`src/rtl/mem_port_arbiter.sv`:
```
// mem_port_arbiter: shares one SDRAM controller request port between NPORTS
// burst clients (program cache, data cache, video/DMA, ...). One transaction
// is one burst of BURST_LEN words. The controller's word strobe, offset and
// read data are fanned back out to whichever port currently owns the grant.
// Arbitration is fixed priority (port 0 highest) or round-robin, chosen by
// RR_MODE when the design is elaborated.
module mem_port_arbiter #(
    parameter int NPORTS    = 3,
    parameter int ADDR_W    = 24,
    parameter int DATA_W    = 16,
    parameter int BURST_LEN = 4,
    parameter int RR_MODE   = 0,
    parameter int OFF_W     = $clog2(BURST_LEN)
) (
    input  logic                     clk,
    input  logic                     reset,
    input  logic [NPORTS-1:0]        p_req,
    input  logic [NPORTS-1:0]        p_wren,
    input  logic [NPORTS*ADDR_W-1:0] p_address,
    input  logic [NPORTS*DATA_W-1:0] p_to_mem,
    output logic [NPORTS-1:0]        p_ready,
    output logic [OFF_W-1:0]         p_offset,
    output logic [DATA_W-1:0]        from_mem,
    output logic                     ctl_req,
    output logic                     ctl_wren,
    output logic [ADDR_W-1:0]        ctl_address,
    output logic [DATA_W-1:0]        ctl_to_mem,
    input  logic                     ctl_ready,
    input  logic [OFF_W-1:0]         ctl_offset,
    input  logic [DATA_W-1:0]        ctl_from_mem,
    output logic [NPORTS-1:0]        grant,
    output logic                     busy
);

    localparam int IDX_W = (NPORTS > 1) ? $clog2(NPORTS) : 1;
    localparam logic [OFF_W-1:0] LAST_WORD = OFF_W'(BURST_LEN - 1);
    localparam logic [IDX_W-1:0] LAST_PORT = IDX_W'(NPORTS - 1);

    // IDLE waits for a request, ISSUE holds ctl_req until the controller
    // accepts, BURST counts the remaining words, DONE is the one-cycle gap
    // in which the previous owner cannot immediately re-win.
    typedef enum logic [1:0] {
        ST_IDLE,
        ST_ISSUE,
        ST_BURST,
        ST_DONE
    } state_t;

    state_t             state_q, state_d;
    logic [NPORTS-1:0]  grant_q, grant_d;
    logic [IDX_W-1:0]   owner_q, owner_d;
    logic [IDX_W-1:0]   last_grant_q, last_grant_d;
    logic               wren_q, wren_d;
    logic [ADDR_W-1:0]  addr_q, addr_d;
    logic [OFF_W-1:0]   count_q, count_d;

    logic               win_found;
    logic [IDX_W-1:0]   win_idx;

    // Winner selection among the current requests. Only consumed in IDLE,
    // so the previous owner is naturally excluded during DONE.
    always_comb begin
        int               cand;
        logic [IDX_W-1:0] cand_idx;
        win_found = 1'b0;
        win_idx   = '0;
        cand      = 0;
        cand_idx  = '0;
        if (RR_MODE != 0) begin
            // Search starts just after the last owner and wraps around, so
            // a port that was just served goes to the back of the line.
            for (int k = 1; k <= NPORTS; k++) begin
                cand = int'(last_grant_q) + k;
                if (cand >= NPORTS) begin
                    cand = cand - NPORTS;
                end
                cand_idx = IDX_W'(cand);
                if (!win_found && p_req[cand_idx]) begin
                    win_found = 1'b1;
                    win_idx   = cand_idx;
                end
            end
        end else begin
            // Lowest index wins.
            for (int i = 0; i < NPORTS; i++) begin
                cand_idx = IDX_W'(i);
                if (!win_found && p_req[cand_idx]) begin
                    win_found = 1'b1;
                    win_idx   = cand_idx;
                end
            end
        end
    end

    // Next-state logic: grant capture, burst word counting and release.
    always_comb begin
        state_d      = state_q;
        grant_d      = grant_q;
        owner_d      = owner_q;
        last_grant_d = last_grant_q;
        wren_d       = wren_q;
        addr_d       = addr_q;
        count_d      = count_q;
        ctl_req      = 1'b0;
        case (state_q)
            ST_IDLE: begin
                if (win_found) begin
                    // Latch the winner's command so the controller sees a
                    // stable address/direction even if the port lets go.
                    grant_d          = '0;
                    grant_d[win_idx] = 1'b1;
                    owner_d          = win_idx;
                    wren_d           = p_wren[win_idx];
                    addr_d           = p_address[win_idx*ADDR_W +: ADDR_W];
                    count_d          = '0;
                    state_d          = ST_ISSUE;
                end
            end
            ST_ISSUE: begin
                ctl_req = 1'b1;
                if (ctl_ready) begin
                    // The acceptance strobe is also the first data word.
                    count_d = OFF_W'(1);
                    state_d = ST_BURST;
                end
            end
            ST_BURST: begin
                if (ctl_ready) begin
                    if (count_q == LAST_WORD) begin
                        // Drop the grant now so no strobe can leak to the
                        // old owner during the DONE gap.
                        grant_d = '0;
                        count_d = '0;
                        state_d = ST_DONE;
                    end else begin
                        count_d = count_q + 1'b1;
                    end
                end
            end
            ST_DONE: begin
                last_grant_d = owner_q;
                state_d      = ST_IDLE;
            end
            default: begin
                state_d = ST_IDLE;
            end
        endcase
    end

    // State registers; reset is shared with the SDRAM controller.
    always_ff @(posedge clk or negedge reset) begin
        if (!reset) begin
            state_q      <= ST_IDLE;
            grant_q      <= '0;
            owner_q      <= '0;
            last_grant_q <= LAST_PORT;
            wren_q       <= 1'b0;
            addr_q       <= '0;
            count_q      <= '0;
        end else begin
            state_q      <= state_d;
            grant_q      <= grant_d;
            owner_q      <= owner_d;
            last_grant_q <= last_grant_d;
            wren_q       <= wren_d;
            addr_q       <= addr_d;
            count_q      <= count_d;
        end
    end

    // Write data mux from the owning port; zero when nobody holds a grant.
    always_comb begin
        ctl_to_mem = '0;
        for (int i = 0; i < NPORTS; i++) begin
            if (grant_q[i]) begin
                ctl_to_mem = ctl_to_mem | p_to_mem[i*DATA_W +: DATA_W];
            end
        end
    end

    assign p_ready     = grant_q & {NPORTS{ctl_ready}};
    assign p_offset    = ctl_offset;
    assign from_mem    = ctl_from_mem;
    assign ctl_wren    = wren_q;
    assign ctl_address = addr_q;
    assign grant       = grant_q;
    assign busy        = (state_q != ST_IDLE);

endmodule
```
`config.mk`:
```
export PLATFORM = sky130hd
export DESIGN_NAME = mem_port_arbiter
export DESIGN_NICKNAME = d
export VERILOG_FILES = /design/src/rtl/mem_port_arbiter.sv
export SDC_FILE = /design/constraint.sdc
export NUM_CORES = 1
export LEC_CHECK = 0
export BUFFER_PORTS_ARGS = -buffer_cell sky130_fd_sc_hd__buf_2
export CAP_MARGIN = 20
export CORE_MARGIN = 8
export CORE_UTILIZATION = 39
export CTS_BUF_LIST = sky130_fd_sc_hd__clkbuf_8
export DETAILED_ROUTE_END_ITERATION = 8
export PLACE_DENSITY = 0.83
export SLEW_MARGIN = 10
export SYNTH_ARGS = -nofsm -noshare
export SYNTH_HDL_FRONTEND = slang
export SYNTH_SLANG_ARGS = --single-unit
export TNS_END_PERCENT = 10
```
`constraint.sdc`:
```
create_clock -name clk -period 2.2 [get_ports clk]
set_input_delay 0.11 -clock clk [delete_from_list [all_inputs] [get_ports clk]]
set_output_delay 0.11 -clock clk [all_outputs]
set_load 0.02 [all_outputs]
```
==> flow_metrics.env, run 1 <==
export IMPL_outcome="finished clean"
export IMPL_start_kind="flip-flop"
export IMPL_leakagePower_uw=0.00180
export IMPL_async_flop_share_pct=100
export IMPL_synth_top_area_share_pct=33.0
export IMPL_cp_data_required_time_ns=2.36
export IMPL_drc_errors=0
export IMPL_grt_start_max_net_pins=33
export IMPL_syn_area_mm2=0.00243
export IMPL_synth_area_leaders="dfrtp_1 33%, nand2_1 7.1%, nand3b_1 7.1%"
export IMPL_ys_ff_latch=32
export IMPL_grt_usage_pct=18.5
export IMPL_synthCells=298
export IMPL_num_rows=28
export IMPL_dieArea_mm2=0.00901
export IMPL_ios=214
export IMPL_drtAntennaViolNets=0
export IMPL_rsz0062_at_grt="no"
export IMPL_syn2layout_area_growth_pct=37.2
export IMPL_final_hold_viol_count=0
export IMPL_io_buffers=177
export IMPL_clkSinkCount=32
export IMPL_endpoint_kind="flip-flop"
export IMPL_fin_crit_sh_pct=90.6
export IMPL_path_clk_slew_ns=0.07
export IMPL_max_clock_path_buffers=2
export IMPL_vias_per_cell=5.25
export IMPL_initial_core_util_pct=40.8
export IMPL_timing_setup_tns_ns=0
export IMPL_drive_gt1_share_pct=45.0
export IMPL_die_w_um=94.9
export IMPL_ys_types=35
export IMPL_core_area_mm2=0.00596
export IMPL_ir_drop_uv=580
export IMPL_vias=2750
export IMPL_ys_warn_count=0
export IMPL_die_height_um=94.9
export IMPL_drt_total_wl_mm=8.71
export IMPL_numCtsBuffers=5
export IMPL_synth_edf_count=0
export IMPL_hp_class="input port to flip-flop"
export IMPL_cap_violations=0
export IMPL_slew_violations=0
export IMPL_setup_viol=0
export IMPL_finalPower_uw=3950
export IMPL_cts_hold_buf=1
export IMPL_diodes=0
export IMPL_cts_tree="yes"
export IMPL_drt_iter0_drc=120
export IMPL_relSlewSlack_pct=49.9
export IMPL_cellPowerDensity_mw_per_mm2=1180
export IMPL_grt_antenna_before_repair=0
export IMPL_layout_nets=602
export IMPL_maxClockFrequency_mhz=502
export IMPL_fin_area_mm2=0.00333
export IMPL_overflow=0
export IMPL_htreeDepth=2
export IMPL_synth_avg_cell_area_um2=8.15
export IMPL_place_gp_congestion=0.946
export IMPL_worstPathMaxFanout=5
export IMPL_post_dp_cell_area_mm2=0.00323
export IMPL_cp_arrival_ns=2.15
export IMPL_cts_root_buf="clkbuf_8"
export IMPL_tightest_slew_ns=0.752
export IMPL_crit_type="flip-flop to flip-flop"
export IMPL_wl_per_cell_um=16.6
export IMPL_dp_hpwl_mm=7.14
export IMPL_grt_pass1_wl_mm=13.3
export IMPL_finalCriticalPeriod_ns=1.99
export IMPL_first_pass_iters=5
export IMPL_clkLatencyLatePin_ns=0.28
export IMPL_yosys_area_top_type="dfrtp_1"
export IMPL_syn_num_nets=452
export IMPL_whs_ns=0.0798
export IMPL_cts_setup_buffers=0
export IMPL_skew_ns=0.00517
export IMPL_cts_resized=0
export IMPL_synth_main_ff_cell="dfrtp_1"
export IMPL_ys_seq_area_share_pct=33.0
export IMPL_grt_pass1_vias=2779
cells in the mapped netlist (2+ instances only):
cell / n
a21o_1: 22
a21oi_1: 3
a222oi_1: 16
a31oi_1: 22
and2_1: 3
buf_2: 7
buf_4: 18
clkbuf_1: 16
dfrtp_1: 32
ha_1: 7
inv_1: 26
mux2_2: 2
mux2_4: 2
mux2i_1: 2
nand2_1: 46
nand3b_1: 23
nor2_1: 25
o21ai_0: 3
o221ai_1: 4
o22ai_1: 2
or2_2: 2
or3b_2: 2
layout make-up:
cell class                 count  area, um2
sequential                    32        801
inverter                      26       97.6
tap                           75       93.8
clock buffer                   6       82.6
clock inverter                 2       7.51
timing repair buffer         185        948
fill                         596       2620
multi-input combinational    198       1300
layer usage:
layer | wire (um) | GRT usage (%)
met1 | 3110 | 18.1
met2 | 4500 | 34.1
met3 | 877 | 6.67
met4 | 228 | 8.06
met5 | 0 | 0
registers in the layout, indices dropped and copies added, names as in the netlist:
| register | cells |
|---|---|
| grant | 3 |
| state_q | 2 |
| count_q | 2 |
| ctl_wren | 1 |
| ctl_address | 24 |
where the power goes:
part / switching (uW) / leakage (uW) / internal, uW
Sequential: 251 / 0.000370 / 881
Combinational: 1420 / 0.00138 / 941
Clock: 209 / 0.0000538 / 246
Total: 1880 / 0.00180 / 2070
per-stage QoR:
| step | worst slack (ns) | std cells | utilization (%) |
|---|---|---|---|
| floorplan | 0.377 | 298 | - |
| detailed placement | 0.223 | 515 | 54.3 |
| global placement | 0.320 | 515 | 54.3 |
| CTS | 0.209 | 524 | 56.0 |
| global route | 0.102 | 524 | 56.0 |
| finish | 0.206 | 524 | 56.0 |
critical path: stages (launching register included):
cell and delay (ns):
dfrtp_1 0.40, inv_1 0.16, ha_1 0.26, or4b_4 0.52, o221ai_1 0.15, mux2_2 0.38
path summary, 6_finish.rpt:
check	startpoint	depth (start not counted)	end	slack [ns]
max in group asynchronous	reset	2	count_q[1]$_DFFE_PN0P_	1.29
min reg2reg	ctl_address[1]$_DFFE_PN0P_	1	ctl_address[1]$_DFFE_PN0P_	0.51
min in group asynchronous	reset	2	ctl_address[8]$_DFFE_PN0P_	0.43
min	p_address[3]	3	ctl_address[3]$_DFFE_PN0P_	0.08
max	state_q[0]$_DFFE_PN0P_	5	state_q[1]$_DFFE_PN0P_	0.21
max reg2reg	state_q[0]$_DFFE_PN0P_	5	state_q[1]$_DFFE_PN0P_	0.21
kinds of logic (layout without fill, tap and decap cells):
| kind of cell | Yosys count | after routing | share of synthesized area, % |
|---|---|---|---|
| multiplexers | 6 | 6 | 2.99 |
| buffers and inverters | 68 | 219 | 13.6 |
| flip-flops | 32 | 32 | 33.0 |
| adder cells (fa/ha/maj) | 7 | 7 | 3.60 |
| AND/OR/NAND/NOR | 107 | 107 | 22.1 |
| AO/OA/AOI/OAI | 78 | 78 | 24.7 |
layout by cell type, fill, tap and decap left out, drive strengths merged, types with 2 or more instances in the layout:
master  synthesis  routed
o221ai          4       4
ha              7       7
mux2            4       4
dfrtp          32      32
or3b            2       2
a222oi         16      16
nand3b         23      23
o21ai           3       3
or2             2       2
a31oi          22      22
clkbuf         16       6
nor2           25      25
buf            26     184
o22ai           2       2
inv            26      28
and2            3       3
nand2          46      46
a21o           22      22
a21oi           3       3
mux2i           2       2
(Power assumes the default switching activity.)
==> run 2: changes to the inputs <==
--- a/config.mk
+++ b/config.mk
@@ -7,11 +7,13 @@
 export LEC_CHECK = 0
 export BUFFER_PORTS_ARGS = -buffer_cell sky130_fd_sc_hd__buf_2
 export CAP_MARGIN = 20
+export CELL_PAD_IN_SITES_DETAIL_PLACEMENT = 0
+export CELL_PAD_IN_SITES_GLOBAL_PLACEMENT = 2
 export CORE_MARGIN = 8
-export CORE_UTILIZATION = 39
+export CORE_UTILIZATION = 19
 export CTS_BUF_LIST = sky130_fd_sc_hd__clkbuf_8
 export DETAILED_ROUTE_END_ITERATION = 8
-export PLACE_DENSITY = 0.83
+export PLACE_DENSITY_LB_ADDON = 0.1
 export SLEW_MARGIN = 10
 export SYNTH_ARGS = -nofsm -noshare
 export SYNTH_HDL_FRONTEND = slang
==> run 2 against run 1 <==
Against the previous run:
- critical endpoint unchanged
- largest cell class unchanged
- sequential share of layout area decreased by 0.95 points
- largest power group unchanged
- die area increased by 85%
- combinational power about the same
==> flow_metrics.env, run 2 (synthesized netlist as in run 1, its figures left out) <==
export IMPL_cp_slowest_cell="or4b_4"
export IMPL_hold_start="p_address[9]"
export IMPL_skew_ns=0.0112
export IMPL_cp_data_required_time_ns=2.37
export IMPL_drt_total_wl_mm=9.85
export IMPL_whs_path_depth=3
export IMPL_initial_core_util_pct=19.3
export IMPL_fin_area_mm2=0.00347
export IMPL_grt_antenna_before_repair=0
export IMPL_cp_arrival_ns=2.14
export IMPL_relSlewSlack_pct=48.0
export IMPL_rsz0062_at_grt="no"
export IMPL_cp_num_buf_inv=1
export IMPL_path_cells="inv_1 -> ha_1 -> or4b_4 -> o221ai_1 -> mux2_2"
export IMPL_die_w_um=129
export IMPL_final_cell_mix="177 x buf_2, 46 x nand2_1, 32 x dfrtp_1"
export IMPL_drt_iter0_drc=98
export IMPL_post_dp_cell_area_mm2=0.00337
export IMPL_dieArea_mm2=0.0167
export IMPL_fin_crit_sh_pct=89.4
export IMPL_htreeDepth=2
export IMPL_timing_setup_tns_ns=0
export IMPL_wl_per_cell_um=15.9
export IMPL_slew_violations=0
export IMPL_worst_r2r_setup_slack_ns=0.23
export IMPL_worstReg2RegEnd="state_q[1]$_DFFE_PN0P_"
export IMPL_num_rows=41
export IMPL_outcome="finished clean"
export IMPL_hp_class="input port to flip-flop"
export IMPL_overflow=0
export IMPL_grt_start_max_net_pins=41
export IMPL_r2r_cells=5
export IMPL_largest_reg_flops=24
export IMPL_grt_pass1_vias=2880
export IMPL_grt_usage_pct=11.2
export IMPL_cellPowerDensity_mw_per_mm2=1150
export IMPL_vias_per_cell=4.34
export IMPL_clkLatencyLatePin_ns=0.29
export IMPL_p_sw_uw=1900
export IMPL_ir_drop_uv=290
export IMPL_swShare_pct=47.7
export IMPL_p_int_uw=2080
export IMPL_grt_pass1_wl_mm=14.9
export IMPL_drtAntennaViolNets=0
export IMPL_drive_gt1_share_pct=45.2
export IMPL_die_height_um=129
export IMPL_max_clock_path_buffers=2
export IMPL_io_buffers=177
export IMPL_path_delay_family="simple AND/OR/NAND/NOR gates"
export IMPL_leakagePower_uw=0.00180
export IMPL_reg2reg_from="state_q[1]$_DFFE_PN0P_"
export IMPL_ios=214
export IMPL_layout_nets=602
export IMPL_final_hold_viol_count=0
export IMPL_cts_tree="yes"
export IMPL_cts_resized=0
export IMPL_start_kind="flip-flop"
export IMPL_numCtsBuffers=5
export IMPL_maxClockFrequency_mhz=509
export IMPL_comb_power_share_pct=58.9
export IMPL_endpoint_kind="flip-flop"
export IMPL_layout_commonest_cell="buf_2"
export IMPL_finalCriticalPeriod_ns=1.97
export IMPL_dp_hpwl_mm=7.68
export IMPL_seq_power_share_pct=28.9
export IMPL_tightest_slew_ns=0.780
export IMPL_vias=2697
export IMPL_crit_type="flip-flop to flip-flop"
export IMPL_cts_root_buf="clkbuf_8"
export IMPL_p_clk_share_pct=12.3
export IMPL_worstPathMaxFanout=5
export IMPL_setup_viol=0
export IMPL_syn2layout_area_growth_pct=42.8
export IMPL_drc_errors=0
export IMPL_clkSinkCount=32
export IMPL_first_pass_iters=5
export IMPL_core_area_mm2=0.0126
export IMPL_min_to="ctl_address[9]$_DFFE_PN0P_"
export IMPL_path_clk_slew_ns=0.08
export IMPL_diodes=0
export IMPL_place_gp_congestion=0.734
export IMPL_cp_slowest_stage_delay_ns=0.53
export IMPL_cap_violations=0
-- run 2: layout make-up --
cell class | instances | area, um2
well taps | 172 | 215
clock buffers | 6 | 82.6
fillers | 1415 | 9100
inverters | 26 | 97.6
multi-input cells | 198 | 1300
repair buffers | 185 | 961
clock inverters | 2 | 11.3
flip-flops and latches | 32 | 801
-- run 2: worst min-delay path: stages --
cell     delay (ns)
buf_2          0.09
nand2_1        0.04
a31oi_1        0.07
-- run 2: worst max-delay path by stage --
stage | end | cells past startpoint | start
after global routing | state_q[1]$_DFFE_PN0P_ | 5 | state_q[1]$_DFFE_PN0P_
after global placement | state_q[1]$_DFFE_PN0P_ | 5 | state_q[0]$_DFFE_PN0P_
final | state_q[1]$_DFFE_PN0P_ | 5 | state_q[1]$_DFFE_PN0P_
after detailed placement | state_q[1]$_DFFE_PN0P_ | 5 | state_q[0]$_DFFE_PN0P_
after CTS | state_q[1]$_DFFE_PN0P_ | 5 | state_q[1]$_DFFE_PN0P_
after floorplan | state_q[1]$_DFFE_PN0P_ | 5 | state_q[0]$_DFFE_PN0P_
-- run 2: layer usage --
metal	wire, um	track usage, %
met5	0	0
met4	112	2.83
met3	1240	4.97
met2	4530	19.4
met1	3970	12.2
-- run 2: through the flow --
| stage | worst slack (ns) | power [uW] | std cells | hold WS [ns] | utilization (%) |
|---|---|---|---|---|---|
| CTS | 0.237 | 4080 | 621 | 0.0473 | 27.6 |
| global route | 0.143 | 4370 | 621 | 0.0578 | 27.6 |
| finish | 0.233 | 3990 | 621 | 0.0684 | 27.6 |
| detailed placement | 0.238 | 3560 | 612 | 0.220 | 26.8 |
| floorplan | 0.377 | 2740 | 298 | -0.186 | - |
| global placement | 0.284 | 3580 | 612 | 0.220 | 26.8 |
-- run 2: power by group through the flow --
stage	clock (uW)	sequential [uW]	combinational, uW
global route	539	1210	2610
floorplan	0	1350	1390
finish	490	1150	2350
global placement	0	1160	2420
detailed placement	0	1170	2390
CTS	524	1170	2390
-- run 2: what timing repair did --
action,in CTS,in global routing
hold endpoints to repair,32,0
hold buffers,1,0
setup buffers,0,0
